--- src/rtl/mux_pkg.sv ---
// Shared definitions for the stream multiplexer: mode encoding and index helpers.
package mux_pkg;

    typedef enum logic {
        MODE_FIXED = 1'b0,
        MODE_RR    = 1'b1
    } mode_e;

    // Next channel index after idx, wrapping at n-1 back to 0.
    function automatic int unsigned wrap_inc(input int unsigned idx, input int unsigned n);
        return (idx + 1 >= n) ? 0 : idx + 1;
    endfunction

    // Channel index reached k steps after base, wrapping modulo n.
    function automatic int unsigned wrap_add(input int unsigned base, input int unsigned k,
                                             input int unsigned n);
        return (base + k) % n;
    endfunction

endpackage

--- src/rtl/rr_arbiter.sv ---
// Round-robin request search: first asserted request at or after ptr, wrapping at N-1.
module rr_arbiter
    import mux_pkg::*;
#(
    parameter int unsigned N    = 4,
    parameter int unsigned SELW = (N > 2) ? $clog2(N) : 1
) (
    input  logic [N-1:0]    req,
    input  logic [SELW-1:0] ptr,
    input  logic            en,
    output logic            gnt_valid,
    output logic [SELW-1:0] gnt_idx
);

    logic [SELW-1:0] cand;

    always_comb begin
        gnt_valid = 1'b0;
        gnt_idx   = '0;
        cand      = '0;
        if (en) begin
            for (int unsigned k = 0; k < N; k++) begin
                cand = SELW'(wrap_add(32'(ptr), k, N));
                if (!gnt_valid && req[cand]) begin
                    gnt_valid = 1'b1;
                    gnt_idx   = cand;
                end
            end
        end
    end

endmodule

--- src/rtl/stream_mux.sv ---
// N-to-1 valid/ready stream multiplexer with fixed-select or round-robin arbitration
// and a single registered output stage sustaining one word per cycle.
module stream_mux
    import mux_pkg::*;
#(
    parameter int unsigned WIDTH = 8,
    parameter int unsigned N     = 4,
    localparam int unsigned SELW = (N > 2) ? $clog2(N) : 1
) (
    input  logic                 clk,
    input  logic                 rst_n,
    input  logic                 mode,
    input  logic [SELW-1:0]      select,
    input  logic [N-1:0]         in_valid,
    input  logic [N*WIDTH-1:0]   in_data,
    output logic [N-1:0]         in_ready,
    output logic                 out_valid,
    output logic [WIDTH-1:0]     out_data,
    output logic [SELW-1:0]      out_chan,
    input  logic                 out_ready
);

    logic            load_en;
    logic            grant_en;
    logic [SELW-1:0] ptr;

    logic            rr_valid;
    logic [SELW-1:0] rr_idx;
    logic            fix_valid;
    logic            gnt_valid;
    logic [SELW-1:0] gnt_idx;
    logic [WIDTH-1:0] gnt_data;

    // Output stage can accept a word when empty or draining this cycle; nothing is granted in reset.
    assign load_en  = !out_valid || out_ready;
    assign grant_en = load_en && rst_n;

    rr_arbiter #(
        .N    (N),
        .SELW (SELW)
    ) u_rr_arbiter (
        .req       (in_valid),
        .ptr       (ptr),
        .en        (grant_en),
        .gnt_valid (rr_valid),
        .gnt_idx   (rr_idx)
    );

    always_comb begin
        fix_valid = 1'b0;
        if (grant_en && (32'(select) < N)) begin
            fix_valid = in_valid[select];
        end
    end

    // Grant selection by mode; a mode/select change only steers this cycle's grant.
    always_comb begin
        gnt_valid = 1'b0;
        gnt_idx   = '0;
        if (mode_e'(mode) == MODE_RR) begin
            gnt_valid = rr_valid;
            gnt_idx   = rr_idx;
        end else begin
            gnt_valid = fix_valid;
            gnt_idx   = select;
        end
    end

    always_comb begin
        in_ready = '0;
        if (gnt_valid) begin
            in_ready[gnt_idx] = 1'b1;
        end
    end

    always_comb begin
        gnt_data = '0;
        for (int unsigned i = 0; i < N; i++) begin
            if (gnt_idx == SELW'(i)) begin
                gnt_data = in_data[i*WIDTH +: WIDTH];
            end
        end
    end

    // Output register and round-robin pointer; a granted channel always transfers.
    always_ff @(posedge clk) begin
        if (!rst_n) begin
            out_valid <= 1'b0;
            out_data  <= '0;
            out_chan  <= '0;
            ptr       <= '0;
        end else begin
            if (gnt_valid) begin
                out_valid <= 1'b1;
                out_data  <= gnt_data;
                out_chan  <= gnt_idx;
                ptr       <= SELW'(wrap_inc(32'(gnt_idx), N));
            end else if (out_ready) begin
                out_valid <= 1'b0;
            end
        end
    end

endmodule

--- config.mk ---
export PLATFORM = sky130hd
export DESIGN_NAME = stream_mux
export DESIGN_NICKNAME = d
export VERILOG_FILES = /design/src/rtl/mux_pkg.sv /design/src/rtl/rr_arbiter.sv /design/src/rtl/stream_mux.sv
export SDC_FILE = /design/constraint.sdc
export NUM_CORES = 1
export LEC_CHECK = 0
export ABC_CLOCK_PERIOD_IN_PS = 4500
export CORE_MARGIN = 2
export CORE_UTILIZATION = 40
export DETAILED_ROUTE_END_ITERATION = 12
export PLACE_DENSITY = 0.92
export SYNTH_ARGS = -nofsm -noshare
export SYNTH_HDL_FRONTEND = slang
export SYNTH_SLANG_ARGS = --single-unit
export TNS_END_PERCENT = 5
--- constraint.sdc ---
create_clock -name clk -period 4.5 [get_ports clk]
set_input_delay 0.9 -clock clk [delete_from_list [all_inputs] [get_ports clk]]
set_output_delay 0.9 -clock clk [all_outputs]
set_load 0.02 [all_outputs]
==> results.py, run 1 <==
metrics = {
    "timing": {
        "report.final.hold_viol_count": 0,
        "setup_viol": 0,
        "timing.setup.tns_ps": 0,
        "slew-limit-headroom_pct": 61.8,
        "final_period_minus_worst_setup_slack_ps": 4340,
        "worstMarginPinSlew_ps": 571,
        "finalClockSkew_ps": 3.26,
        "final_max_slew_viol_count": 0,
        "post-route-period-util_pct": 96.4,
        "highest_attainable_clock_frequency_ghz": 0.231,
        "grt_setup_unrepaired": "false",
        "timing.hold.ws_ps": 508,
    },
    "logic_synthesis": {
        "post_synth_num_cell_types": 31,
        "multiplexer_fraction_of_the_synthesized_cell_area_pct": 3.88,
        "largest_family_of_logic_cells_by_synthesized_area": "compound AO/OA/AOI/OAI gates",
        "synth-compound-area-share_pct": 36.4,
        "post_synth_fa_ha_maj_area_fraction_pct": 4.85,
        "mean_cell_area_of_the_mapped_netlist_um2": 8.05,
        "ys_ff_latch": 13,
        "ys_warn_count": 0,
        "sequential_cell_area_fraction_in_the_yosys_report_pct": 25.2,
        "synthesized_nets": 174,
        "synth_xor_area_share_pct": 0,
        "yosys.area_share.simple_pct": 20.0,
        "syn_inst": 128,
        "mappedNetlistArea_um2": 1030,
    },
    "critical_path": {
        "r2r_startpoint": "ptr[1]$_SDFFE_PN0P_",
        "cp.buffers_inverters": 3,
        "cp_cell_sequence": "clkdlybuf4s50_1, or3b_1, o2111ai_1, o32ai_1, inv_1, ha_1, and3_1, clkdlybuf4s50_1",
        "worstPathArrival_ps": 3440,
        "cp-end-kind": "output pin",
        "worstRegToRegCells": 10,
        "timing.rr.end": "out_data[5]$_SDFFE_PN0P_",
        "critPathKind": "input port to output pin",
        "dominant_cell_type_by_count_on_the_critical_path": "clkdlybuf4s50_1",
        "rrSetupSlack_ps": 1850,
        "critPathLaunchType": "input port",
        "critical_path.slowest_cell": "clkdlybuf4s50_1",
        "worst_path_dominant_cell_family": "buffers and inverters",
        "slowest_delay_ps": 610,
        "timing.critical_path.fanout_max": 6,
        "cp.required_ps": 3600,
    },
    "grt": {
        "grt_max_degree": 18,
        "grt.met2_usage_pct": 41.9,
        "total_global_routing_track_utilization_pct": 22.7,
        "use_met3_pct": 8.47,
        "grt_pass1_vias": 1199,
        "gr-usage-met1_pct": 23.0,
        "grt_first_pass_wirelength_um": 4880,
        "grt_overflow_total": 0,
        "global_route.peak_usage_layer": "met2",
        "number_of_antenna_violations_at_the_first_check_in_global_routing": 0,
    },
    "layout": {
        "antenna-diode-count": 0,
        "finish.instance_area_um2": 1660,
        "nNetsFinal": 231,
        "synthToLayoutAreaGrowth_pct": 60.8,
        "fill_cell_instance_count_of_the_final_layout": 194,
        "final_layout_size_suffix_gt1_share_pct": 9.24,
        "final_cell_count_no_fill": 214,
    },
    "clocking": {
        "cts.sinks": 13,
        "clk_transition_reported_paths_ps": 80,
        "cts.htree.levels": 1,
        "postCtsSetupRepairBufs": 0,
        "cts_hold_buf": 0,
        "cts_tree": "done",
        "postCtsResizedCells": 0,
        "clk_latency_ps": 280,
        "clock_path_buffers": 2,
        "clock_tree.root_cell": "clkbuf_4",
        "tritoncts.num_buffers": 3,
    },
    "route": {
        "detailroute.via_count": 1201,
        "drt_iter0_drc": 31,
        "wire_per_inst_um": 15.0,
        "vias_per_cell": 5.61,
        "drc": 0,
        "detailedRoute.firstPassIterationCount": 4,
        "antenna_left": 0,
        "routed_wl_um": 3200,
    },
    "floorplan": {
        "rows": 18,
        "core_area_um2": 2450,
        "die_height_um": 54.8,
        "design.die.area_um2": 3000,
        "initial_core_utilization_pct": 42.0,
        "die_w_um": 54.8,
        "floorplan.io_pins": 57,
    },
    "power": {
        "power_per_cell_area_nw_per_um2": 234,
        "peakVddDrop_mv": 0.214,
        "p_leak_nw": 0.718,
        "p_total_w": 0.000388,
    },
    "min_path": {
        "holdCritPathClass": "register to register",
        "hold_startpoint": "out_data[7]$_SDFFE_PN0P_",
        "timing.hold.worst_endpoint": "out_data[7]$_SDFFE_PN0P_",
        "hold_depth": 1,
    },
    "job": {
        "drv.max_cap_violation_count": 0,
    },
    "outcome": {
        "status": "finished, final reports clean",
    },
    "placement": {
        "quantity_of_i_o_buffers_inserted_on_ports": 56,
        "detailed_place_hpwl_um": 2490,
        "placedInstanceArea_um2": 1630,
        "gp_congestion": 0.808,
        "placed_cells_incl_taps": 210,
    },
}
==> how the worst max path moves through the flow <==
stage / from / end / slack, ps / cells past startpoint
final: in_valid[1] / in_ready[2] / 160 / 8
after global routing: in_valid[1] / in_ready[2] / 40 / 8
after CTS: in_valid[1] / in_ready[2] / 180 / 8
after detailed placement: in_valid[1] / in_ready[0] / 190 / 8
after global placement: in_valid[1] / in_ready[2] / 320 / 8
after floorplan: out_ready / in_ready[2] / 960 / 9
==> registers in the layout, summed over array words and instances (netlist names) <==
register,flops
out_chan,2
out_data,8
out_valid,1
ptr,2
==> cells in the mapped netlist <==
cell type	count	area (µm²)
a21oi_1	17	85.1
dfxtp_1	13	260
inv_1	13	48.8
nand2_1	12	45.0
clkbuf_1	9	33.8
a221o_1	6	60.1
nand3b_1	6	45.0
nand4_1	6	37.5
o211a_1	6	60.1
and3_1	4	25.0
ha_1	4	50.1
mux2i_1	4	40.0
a211oi_2	3	37.5
a22oi_1	3	22.5
nand2b_1	3	18.8
o21ai_0	3	15.0
o21a_1	2	15.0
a31oi_1	1	6.26
and2_1	1	6.26
and2_4	1	8.76
buf_2	1	5.00
buf_6	1	11.3
nand3_1	1	5.00
o2111ai_1	1	8.76
o21ai_1	1	5.00
o221ai_1	1	8.76
o221ai_2	1	15.0
o32ai_1	1	8.76
o41ai_4	1	27.5
or2_2	1	6.26
or3b_1	1	8.76
==> final cells by class <==
| class | count | area [µm²] | share of cell area, % |
|---|---|---|---|
| clock buffers | 4 | 26.3 | 1.58 |
| inverters | 13 | 48.8 | 2.94 |
| multi-input cells | 91 | 672 | 40.5 |
| flip-flops and latches | 13 | 260 | 15.7 |
| well taps | 30 | 37.5 | 2.26 |
| repair buffers | 63 | 613 | 37.0 |
==> cells in the final DEF, fill, tap and decap left out <==
cell type	Yosys	final
o32ai_1	1	1
a31oi_1	1	1
o41ai_4	1	1
or2_2	1	1
clkbuf_1	9	1
mux2i_1	4	4
o221ai_2	1	1
nand2b_1	3	3
o211a_1	6	6
dfxtp_1	13	13
buf_4	0	7
nand3_1	1	1
o2111ai_1	1	1
o21ai_0	3	3
and2_1	1	1
inv_1	13	13
o21ai_1	1	1
o21a_1	2	2
or3b_1	1	1
a22oi_1	3	3
clkbuf_4	0	3
a221o_1	6	6
a211oi_2	3	3
a21oi_1	17	17
nand4_1	6	6
o221ai_1	1	1
clkdlybuf4s50_1	0	56
and3_1	4	4
nand3b_1	6	6
ha_1	4	4
and2_4	1	1
nand2_1	12	12
==> power by group <==
group	internal, W	switching [W]	total [W]
registers	0.000127	0.00000946	0.000137
clock network	0.0000344	0.0000388	0.0000733
logic	0.0000950	0.0000830	0.000178
total	0.000257	0.000131	0.000388
==> metal layers <==
| metal | wire length [µm] | vias up |
|---|---|---|
| met5 | 0 | - |
| met4 | 42 | 0 |
| met3 | 305 | 6 |
| met2 | 1610 | 55 |
| met1 | 1240 | 551 |
| li1 | - | 589 |
==> worst register-to-register path, cell delays in order, from the launching register on <==
cell	delay, ps
dfxtp_1	450
mux2i_1	240
o2111ai_1	130
o32ai_1	510
inv_1	180
ha_1	260
buf_4	190
a21oi_1	130
a221o_1	190
nand4_1	120
o211a_1	150
==> logic make-up (layout without fill, tap and decap cells) <==
logic type,after synthesis,count (layout)
AOI/OAI and AO/OA,47,47
and+or+nand+nor,36,36
buffers and inverters,24,80
DFF,13,13
adders and majority gates,4,4
muxes,4,4
==> stage by stage <==
stage | worst slack [ps] | utilization [%]
4_1_cts | 176 | 67.5
6_report | 163 | 67.5
5_1_grt | 37.6 | 67.5
2_1_floorplan | 956 | -
3_3_place_gp | 316 | 66.5
3_5_place_dp | 190 | 66.5
(Power assumes the default switching activity.)
==> run 2: changes to the inputs <==
--- a/config.mk
+++ b/config.mk
@@ -6,7 +6,7 @@
 export NUM_CORES = 1
 export LEC_CHECK = 0
 export ABC_CLOCK_PERIOD_IN_PS = 4500
-export CORE_MARGIN = 2
+export CORE_MARGIN = 3
 export CORE_UTILIZATION = 40
 export DETAILED_ROUTE_END_ITERATION = 12
 export PLACE_DENSITY = 0.92
==> results.py, run 2 (synthesis gave the netlist of run 1 again) <==
metrics = {
    "outcome": {
        "status": "finished, final reports clean",
    },
    "grt": {
        "total_global_routing_track_utilization_pct": 21.7,
        "grt_max_degree": 18,
        "grt_overflow_total": 0,
        "number_of_antenna_violations_at_the_first_check_in_global_routing": 0,
        "grt_pass1_vias": 1192,
        "grt_first_pass_wirelength_um": 5460,
    },
    "timing": {
        "final_period_minus_worst_setup_slack_ps": 4320,
        "worstMarginPinSlew_ps": 582,
        "slew-limit-headroom_pct": 61.2,
        "finalClockSkew_ps": 1.16,
        "report.final.hold_viol_count": 0,
        "post-route-period-util_pct": 96.1,
        "highest_attainable_clock_frequency_ghz": 0.231,
        "final_max_slew_viol_count": 0,
        "grt_setup_unrepaired": "false",
        "setup_viol": 0,
        "timing.hold.ws_ps": 512,
        "timing.setup.tns_ps": 0,
    },
    "layout": {
        "top_regs": "out_data (8), out_chan (2), ptr (2)",
        "layout.cells.most_common_list": "clkdlybuf4s50_1, a21oi_1, inv_1, dfxtp_1, nand2_1",
        "registers.top_by_ff_count": "out_data",
        "fill_cell_instance_count_of_the_final_layout": 175,
        "final_cell_count_no_fill": 212,
        "synthToLayoutAreaGrowth_pct": 60.6,
        "nNetsFinal": 231,
        "leading_cell_type_in_the_layout_fill_and_taps_excluded": "clkdlybuf4s50_1",
        "finish.instance_area_um2": 1660,
        "antenna-diode-count": 0,
        "largest_register_ff_count": 8,
        "final_layout_size_suffix_gt1_share_pct": 9.24,
    },
    "route": {
        "drt_iter0_drc": 29,
        "routed_wl_um": 3350,
        "wire_per_inst_um": 15.8,
        "antenna_left": 0,
        "detailedRoute.firstPassIterationCount": 4,
        "vias_per_cell": 5.63,
        "drc": 0,
        "detailroute.via_count": 1193,
        "met3RoutedLength_um": 278,
        "route.met2.wl_um": 1640,
        "detail_route.wirelength.met1_um": 1390,
        "dr.max_layer_used": "met4",
    },
    "critical_path": {
        "cp.required_ps": 3600,
        "critPathLaunchType": "input port",
        "critPathKind": "input port to output pin",
        "timing.rr.end": "out_data[5]$_SDFFE_PN0P_",
        "r2r_startpoint": "ptr[1]$_SDFFE_PN0P_",
        "timing.critical_path.fanout_max": 6,
        "rrSetupSlack_ps": 1890,
        "cp-end-kind": "output pin",
        "worstPathArrival_ps": 3420,
        "crit_path_end": "in_ready[2]",
        "worstSetupStartpoint": "in_valid[1]",
        "worstRegToRegCells": 10,
    },
    "placement": {
        "quantity_of_i_o_buffers_inserted_on_ports": 56,
        "detailed_place_hpwl_um": 2620,
        "gp_congestion": 0.866,
        "placedInstanceArea_um2": 1630,
        "placed_cells_incl_taps": 208,
    },
    "clocking": {
        "clock_path_buffers": 2,
        "clk_latency_ps": 290,
        "cts_tree": "done",
        "cts.sinks": 13,
        "tritoncts.num_buffers": 3,
        "postCtsResizedCells": 0,
        "postCtsSetupRepairBufs": 0,
        "cts.htree.levels": 1,
        "clock_tree.root_cell": "clkbuf_4",
        "clk_transition_reported_paths_ps": 80,
        "cts_hold_buf": 0,
    },
    "power": {
        "seqPwrFrac_pct": 34.8,
        "sw_frac_of_total_pct": 34.4,
        "peakVddDrop_mv": 0.228,
        "p_sw_w": 0.000135,
        "combinationalPowerShare_pct": 45.7,
        "p_int_w": 0.000257,
        "p_leak_nw": 0.718,
        "p_clk_share_pct": 19.5,
        "p_total_w": 0.000392,
        "power_per_cell_area_nw_per_um2": 237,
    },
    "floorplan": {
        "die_height_um": 56.8,
        "design.die.area_um2": 3220,
        "core_area_um2": 2320,
        "die_w_um": 56.8,
        "rows": 17,
        "initial_core_utilization_pct": 44.5,
        "floorplan.io_pins": 57,
    },
    "job": {
        "drv.max_cap_violation_count": 0,
    },
    "min_path": {
        "holdCritPathClass": "register to register",
    },
}
run 2: layout make-up:
type	instances	area [µm²]	share of cell area [%]
Inverter	13	48.8	2.95
Sequential cell	13	260	15.7
Multi-Input combinational cell	91	672	40.6
Tap cell	28	35.0	2.12
Timing Repair Buffer	63	613	37.0
Clock buffer	4	26.3	1.59
run 2: power by group through the flow:
| stage | logic [W] | clock network [W] | registers, W |
|---|---|---|---|
| after CTS | 0.000179 | 0.0000754 | 0.000136 |
| after detailed placement | 0.000178 | 0 | 0.000139 |
| after global placement | 0.000173 | 0 | 0.000138 |
| final | 0.000179 | 0.0000764 | 0.000136 |
| after floorplan | 0.0000824 | 0 | 0.000149 |
| after global routing | 0.000194 | 0.0000821 | 0.000138 |
run 2: routing by layer:
metal	vias up	GRT usage [%]
li1	585	-
met1	541	24.4
met2	62	38.4
met3	5	6.21
met4	0	7.95
met5	-	0
run 2: worst max-delay path: stages:
cell	delay [ps]
clkdlybuf4s50_1	600
or3b_1	150
o2111ai_1	110
o32ai_1	500
inv_1	200
ha_1	270
and3_1	160
clkdlybuf4s50_1	540
run 2: through the flow:
| step | utilization [%] | setup WS (ps) |
|---|---|---|
| finish | 71.4 | 175 |
| detailed placement | 70.3 | 196 |
| global placement | 70.3 | 292 |
| floorplan | - | 956 |
| global route | 71.4 | 56.3 |
| CTS | 71.4 | 162 |
run 2: worst min-delay path by stage:
stage	from	to	slack [ps]	cells past startpoint
2_1_floorplan	ptr[0]$_SDFFE_PN0P_	ptr[0]$_SDFFE_PN0P_	460	2
6_report	out_data[5]$_SDFFE_PN0P_	out_data[5]$_SDFFE_PN0P_	510	1
3_3_place_gp	ptr[0]$_SDFFE_PN0P_	ptr[0]$_SDFFE_PN0P_	480	2
3_5_place_dp	out_data[5]$_SDFFE_PN0P_	out_data[5]$_SDFFE_PN0P_	490	1
5_1_grt	out_data[4]$_SDFFE_PN0P_	out_data[4]$_SDFFE_PN0P_	530	1
4_1_cts	out_data[5]$_SDFFE_PN0P_	out_data[5]$_SDFFE_PN0P_	520	1
==> run 3: changes to the inputs <==
--- a/config.mk
+++ b/config.mk
@@ -5,11 +5,11 @@
 export SDC_FILE = /design/constraint.sdc
 export NUM_CORES = 1
 export LEC_CHECK = 0
-export ABC_CLOCK_PERIOD_IN_PS = 4500
+export ABC_CLOCK_PERIOD_IN_PS = 4100
 export CORE_MARGIN = 3
-export CORE_UTILIZATION = 40
+export CORE_UTILIZATION = 38
 export DETAILED_ROUTE_END_ITERATION = 12
-export PLACE_DENSITY = 0.92
+export PLACE_DENSITY = 0.88
 export SYNTH_ARGS = -nofsm -noshare
 export SYNTH_HDL_FRONTEND = slang
 export SYNTH_SLANG_ARGS = --single-unit
==> constraint.sdc (replaced) <==
create_clock -name clk -period 4.1 [get_ports clk]
set_input_delay 0.82 -clock clk [delete_from_list [all_inputs] [get_ports clk]]
set_output_delay 0.82 -clock clk [all_outputs]
set_load 0.02 [all_outputs]
==> results.py, run 3 (synthesis gave the netlist of run 1 again) <==
metrics = {
    "critical_path": {
        "dominant_cell_type_by_count_on_the_critical_path": "clkdlybuf4s50_1",
        "slowest_delay_ps": 540,
        "critPathKind": "input port to output pin",
        "cp_cell_sequence": "clkdlybuf4s50_1, mux2i_1, o2111ai_1, o32ai_2, inv_1, ha_1, and3_1, clkdlybuf4s50_1",
        "timing.critical_path.fanout_max": 5,
        "cp.required_ps": 3280,
        "cp-end-kind": "output pin",
        "critPathLaunchType": "input port",
        "critical_path.slowest_cell": "clkdlybuf4s50_1",
        "worstPathArrival_ps": 3260,
    },
    "layout": {
        "top_regs": "out_data (8), out_chan (2), ptr (2)",
        "synthToLayoutAreaGrowth_pct": 62.7,
        "largest_register_ff_count": 8,
        "register_area_um2": 260,
        "multiInputGateArea_um2": 679,
        "final_layout_size_suffix_gt1_share_pct": 10.3,
        "nNetsFinal": 232,
        "registers.top_by_ff_count": "out_data",
        "leading_cell_type_in_the_layout_fill_and_taps_excluded": "clkdlybuf4s50_1",
        "layout.cells.most_common_list": "clkdlybuf4s50_1, a21oi_1, inv_1, dfxtp_1, nand2_1",
        "fill_cell_instance_count_of_the_final_layout": 213,
        "final_cell_count_no_fill": 215,
        "antenna-diode-count": 0,
    },
    "route": {
        "met3RoutedLength_um": 303,
        "detailroute.via_count": 1209,
        "dr.max_layer_used": "met4",
        "wire_per_inst_um": 15.6,
        "detail_route.wirelength.met1_um": 1320,
        "detailedRoute.firstPassIterationCount": 4,
        "drt_iter0_drc": 45,
        "antenna_left": 0,
        "routed_wl_um": 3350,
        "route.met2.wl_um": 1710,
        "drc": 0,
        "vias_per_cell": 5.62,
    },
    "clocking": {
        "tritoncts.num_buffers": 3,
        "postCtsSetupRepairBufs": 0,
        "cts_tree": "done",
        "clk_latency_ps": 270,
        "cts.htree.levels": 1,
        "clock_path_buffers": 2,
        "cts.sinks": 13,
        "clk_transition_reported_paths_ps": 70,
        "cts_hold_buf": 0,
        "clock_tree.root_cell": "clkbuf_4",
    },
    "timing": {
        "report.final.hold_viol_count": 0,
        "final_max_slew_viol_count": 0,
        "setup_viol": 0,
        "highest_attainable_clock_frequency_ghz": 0.245,
        "slew-limit-headroom_pct": 73.9,
        "grt_setup_unrepaired": "true",
        "timing.hold.ws_ps": 503,
        "worstMarginPinSlew_ps": 391,
        "post-route-period-util_pct": 99.4,
        "final_period_minus_worst_setup_slack_ps": 4080,
        "finalClockSkew_ps": 1.77,
    },
    "grt": {
        "grt_first_pass_wirelength_um": 5470,
        "grt_overflow_total": 0,
        "number_of_antenna_violations_at_the_first_check_in_global_routing": 0,
        "grt_max_degree": 18,
        "grt_pass1_vias": 1193,
        "total_global_routing_track_utilization_pct": 20.4,
    },
    "placement": {
        "placed_cells_incl_taps": 211,
        "quantity_of_i_o_buffers_inserted_on_ports": 56,
        "gp_congestion": 0.820,
        "detailed_place_hpwl_um": 2680,
    },
    "min_path": {
        "holdCritPathClass": "register to register",
    },
    "floorplan": {
        "die_height_um": 58.1,
        "initial_core_utilization_pct": 40.9,
        "design.die.area_um2": 3370,
        "rows": 18,
        "floorplan.io_pins": 57,
        "die_w_um": 58.1,
        "core_area_um2": 2520,
    },
    "job": {
        "drv.max_cap_violation_count": 0,
    },
    "power": {
        "p_leak_nw": 0.759,
        "power_per_cell_area_nw_per_um2": 253,
        "peakVddDrop_mv": 0.332,
    },
    "outcome": {
        "status": "finished, final reports clean",
    },
}
[run 3: worst max-delay path: cells and delay by family]
family          cells  cell delay, ps
fa+ha+maj           1             250
mux                 1             260
compound gates      2             560
simple gates        1             150
buf+inv             3            1220
[run 3: path summary, 6_finish.rpt]
kind / start / slack, ps / cells after the start / to
max: in_valid[2] / 20 / 8 / in_ready[2]
min: out_data[6]$_SDFFE_PN0P_ / 500 / 1 / out_data[6]$_SDFFE_PN0P_
max reg2reg: ptr[1]$_SDFFE_PN0P_ / 1540 / 10 / out_data[7]$_SDFFE_PN0P_
min reg2reg: out_data[6]$_SDFFE_PN0P_ / 500 / 1 / out_data[6]$_SDFFE_PN0P_
[run 3: metal layers]
| metal | vias to the layer above | global-route usage [%] |
|---|---|---|
| li1 | 587 | - |
| met1 | 564 | 23.3 |
| met2 | 56 | 37.3 |
| met3 | 2 | 7.13 |
| met4 | 0 | 2.98 |
| met5 | - | 0 |
[run 3: timing repair]
item                                    4_1_cts  5_1_grt
resized for setup                             1        3
endpoints found under the setup margin        3        4
pin swaps                                     0        0
[run 3: final cells by class]
type,instances,area share [%]
repair buffers,64,37.3
flip-flops and latches,13,15.5
inverters,13,2.91
well taps,30,2.24
multi-input cells,91,40.5
clock buffers,4,1.57
[run 3: power by group]
part           switching, W  internal [W]
Combinational     0.0000924      0.000106
Sequential       0.00000992      0.000140
Clock             0.0000387     0.0000377
Total              0.000141      0.000283
[run 3: metrics by stage]
| step | instance area (µm²) | utilization (%) | setup slack (ps) | total power (W) | TNS (ps) |
|---|---|---|---|---|---|
| 2_1_floorplan | 1030 | - | 716 | 0.000254 | 0 |
| 3_3_place_gp | 1640 | 65.0 | 69.4 | 0.000342 | 0 |
| 3_5_place_dp | 1640 | 65.0 | -61.2 | 0.000348 | -114 |
| 4_1_cts | 1670 | 66.3 | 92.5 | 0.000427 | 0 |
| 5_1_grt | 1680 | 66.5 | -57.5 | 0.000453 | -57.5 |
| 6_report | 1680 | 66.5 | 22.8 | 0.000424 | 0 |
==> RTL edit: new RTL, config.mk and constraints of run 3 <==
`WIDTH`: 8 -> 6.
--- a/src/rtl/stream_mux.sv
+++ b/src/rtl/stream_mux.sv
@@ -3,7 +3,7 @@
 module stream_mux
     import mux_pkg::*;
 #(
-    parameter int unsigned WIDTH = 8,
+    parameter int unsigned WIDTH = 6,
     parameter int unsigned N     = 4,
     localparam int unsigned SELW = (N > 2) ? $clog2(N) : 1
 ) (
Interface: changed (resized in_data and out_data); port bits go from 57 to 47. The function was not compared with the original's and may differ.
==> RTL edit against run 3 <==
- combinational power is 13% lower
- maximum frequency is 1.7% higher
- synthesized area is 13% lower
- sequential cell count is 2 lower
- wire length is 20% lower
- design area is 14% lower
- total power is 13% lower
- clock skew is 0.00099 ns lower
- via count is 18% lower
- first-iteration DRC count is 73% lower
- setup slack better by 0.070 ns
==> RTL edit: results (changes against run 3) <==
Switch Pwr: 0.124 mW (-12%)
Met2 routing resource usage after global routing: 33.9% (-3.4 points)
Share of total power in the clock network: 18.7% (+0.7 points)
Endpoint of the most critical setup path: in_ready[3]
Number of violations reported at the end of detailed-routing iteration 0: 12 (-73%)
Worst slack, placed: 0.0848 ns (+0.146 ns)
Largest net degree at the start of global routing: 16 (-2)
Final hold slack: 0.507 ns (+0.00494 ns)
Avg Inst Size Synth: 7.93 um2 (-1.6%)
Met1 track demand over resource in global routing: 22.7% (-0.59 points)
Global-route wire length before repair: 4080 um (-25%)
Static Leakage: 0.597 nW (-21%)
Routed len/inst: 14.0 um (-10%)
Vias in the first global route: 912 (-24%)
Source of the critical timing path: in_valid[3]
Global routing met3 resource utilization: 1.63% (-5.5 points)
Synth top cells by count: sky130_fd_sc_hd__a21oi_1, sky130_fd_sc_hd__dfxtp_1, sky130_fd_sc_hd__inv_1
Number of vias per cell after detailed routing: 5.22 (-7.2%)
Ratio of cells with drive above 1 in the final layout: 11.7% (+1.4 points)
Clock skew after layout: 0.000773 ns (-0.000994 ns)
Syn_nets: 151 (-13%)
Total global-route track usage: 18.9% (-1.5 points)
Status: complete, no violations
Detail Placement HPWL: 2210 um (-18%)
Largest registers: out_data (6), out_chan (2), ptr (2)
Worst hold path endpoint: ptr[1]$_SDFFE_PN0P_
IO buf count: 46 (-18%)
Number of instances on the worst hold path: 2 (+1)
Slowest stage delay, CP: 0.62 ns (+0.08 ns)
Reg-to-reg critical path endpoint: out_data[0]$_SDFFE_PN0P_
Power Sequential: 0.127 mW (-15%)
Data arrival, critical path: 3.19 ns (-0.07 ns)
Top cells by area in the synthesized netlist: sky130_fd_sc_hd__dfxtp_1, sky130_fd_sc_hd__a21oi_1, sky130_fd_sc_hd__a211oi_2, sky130_fd_sc_hd__a22oi_1, sky130_fd_sc_hd__ha_1
Register area share after synthesis: 24.6% (-0.66 points)
R2r startpoint: ptr[0]$_SDFFE_PN0P_
Worst Min Path Start: ptr[1]$_SDFFE_PN0P_
Area after DPL: 1410 um2 (-14%)
RTL edit: logic make-up after synthesis:
kind of cell	Yosys count	share of synthesized area, %
buffers and inverters	17	8.10
muxes	3	3.35
and+or+nand+nor	25	14.8
AOI/OAI and AO/OA	53	43.6
DFF	11	24.6
adders and majority gates	4	5.59
RTL edit: layer usage:
metal / wire, um / vias to the layer above
li1: - / 511
met4: 29 / 0
met5: 0 / -
met1: 1160 / 447
met3: 118 / 4
met2: 1360 / 29
RTL edit: timing repair:
item                       4_1_cts  5_1_grt
gates resized for setup          0        1
hold endpoints to repair         0        0
setup endpoints to repair        0        1
RTL edit: final cells by class:
cell class	instances	area [um2]
fillers	174	666
multi-input cells	85	603
repair buffers	53	515
flip-flops and latches	11	220
inverters	10	37.5
well taps	27	33.8
clock buffers	4	26.3
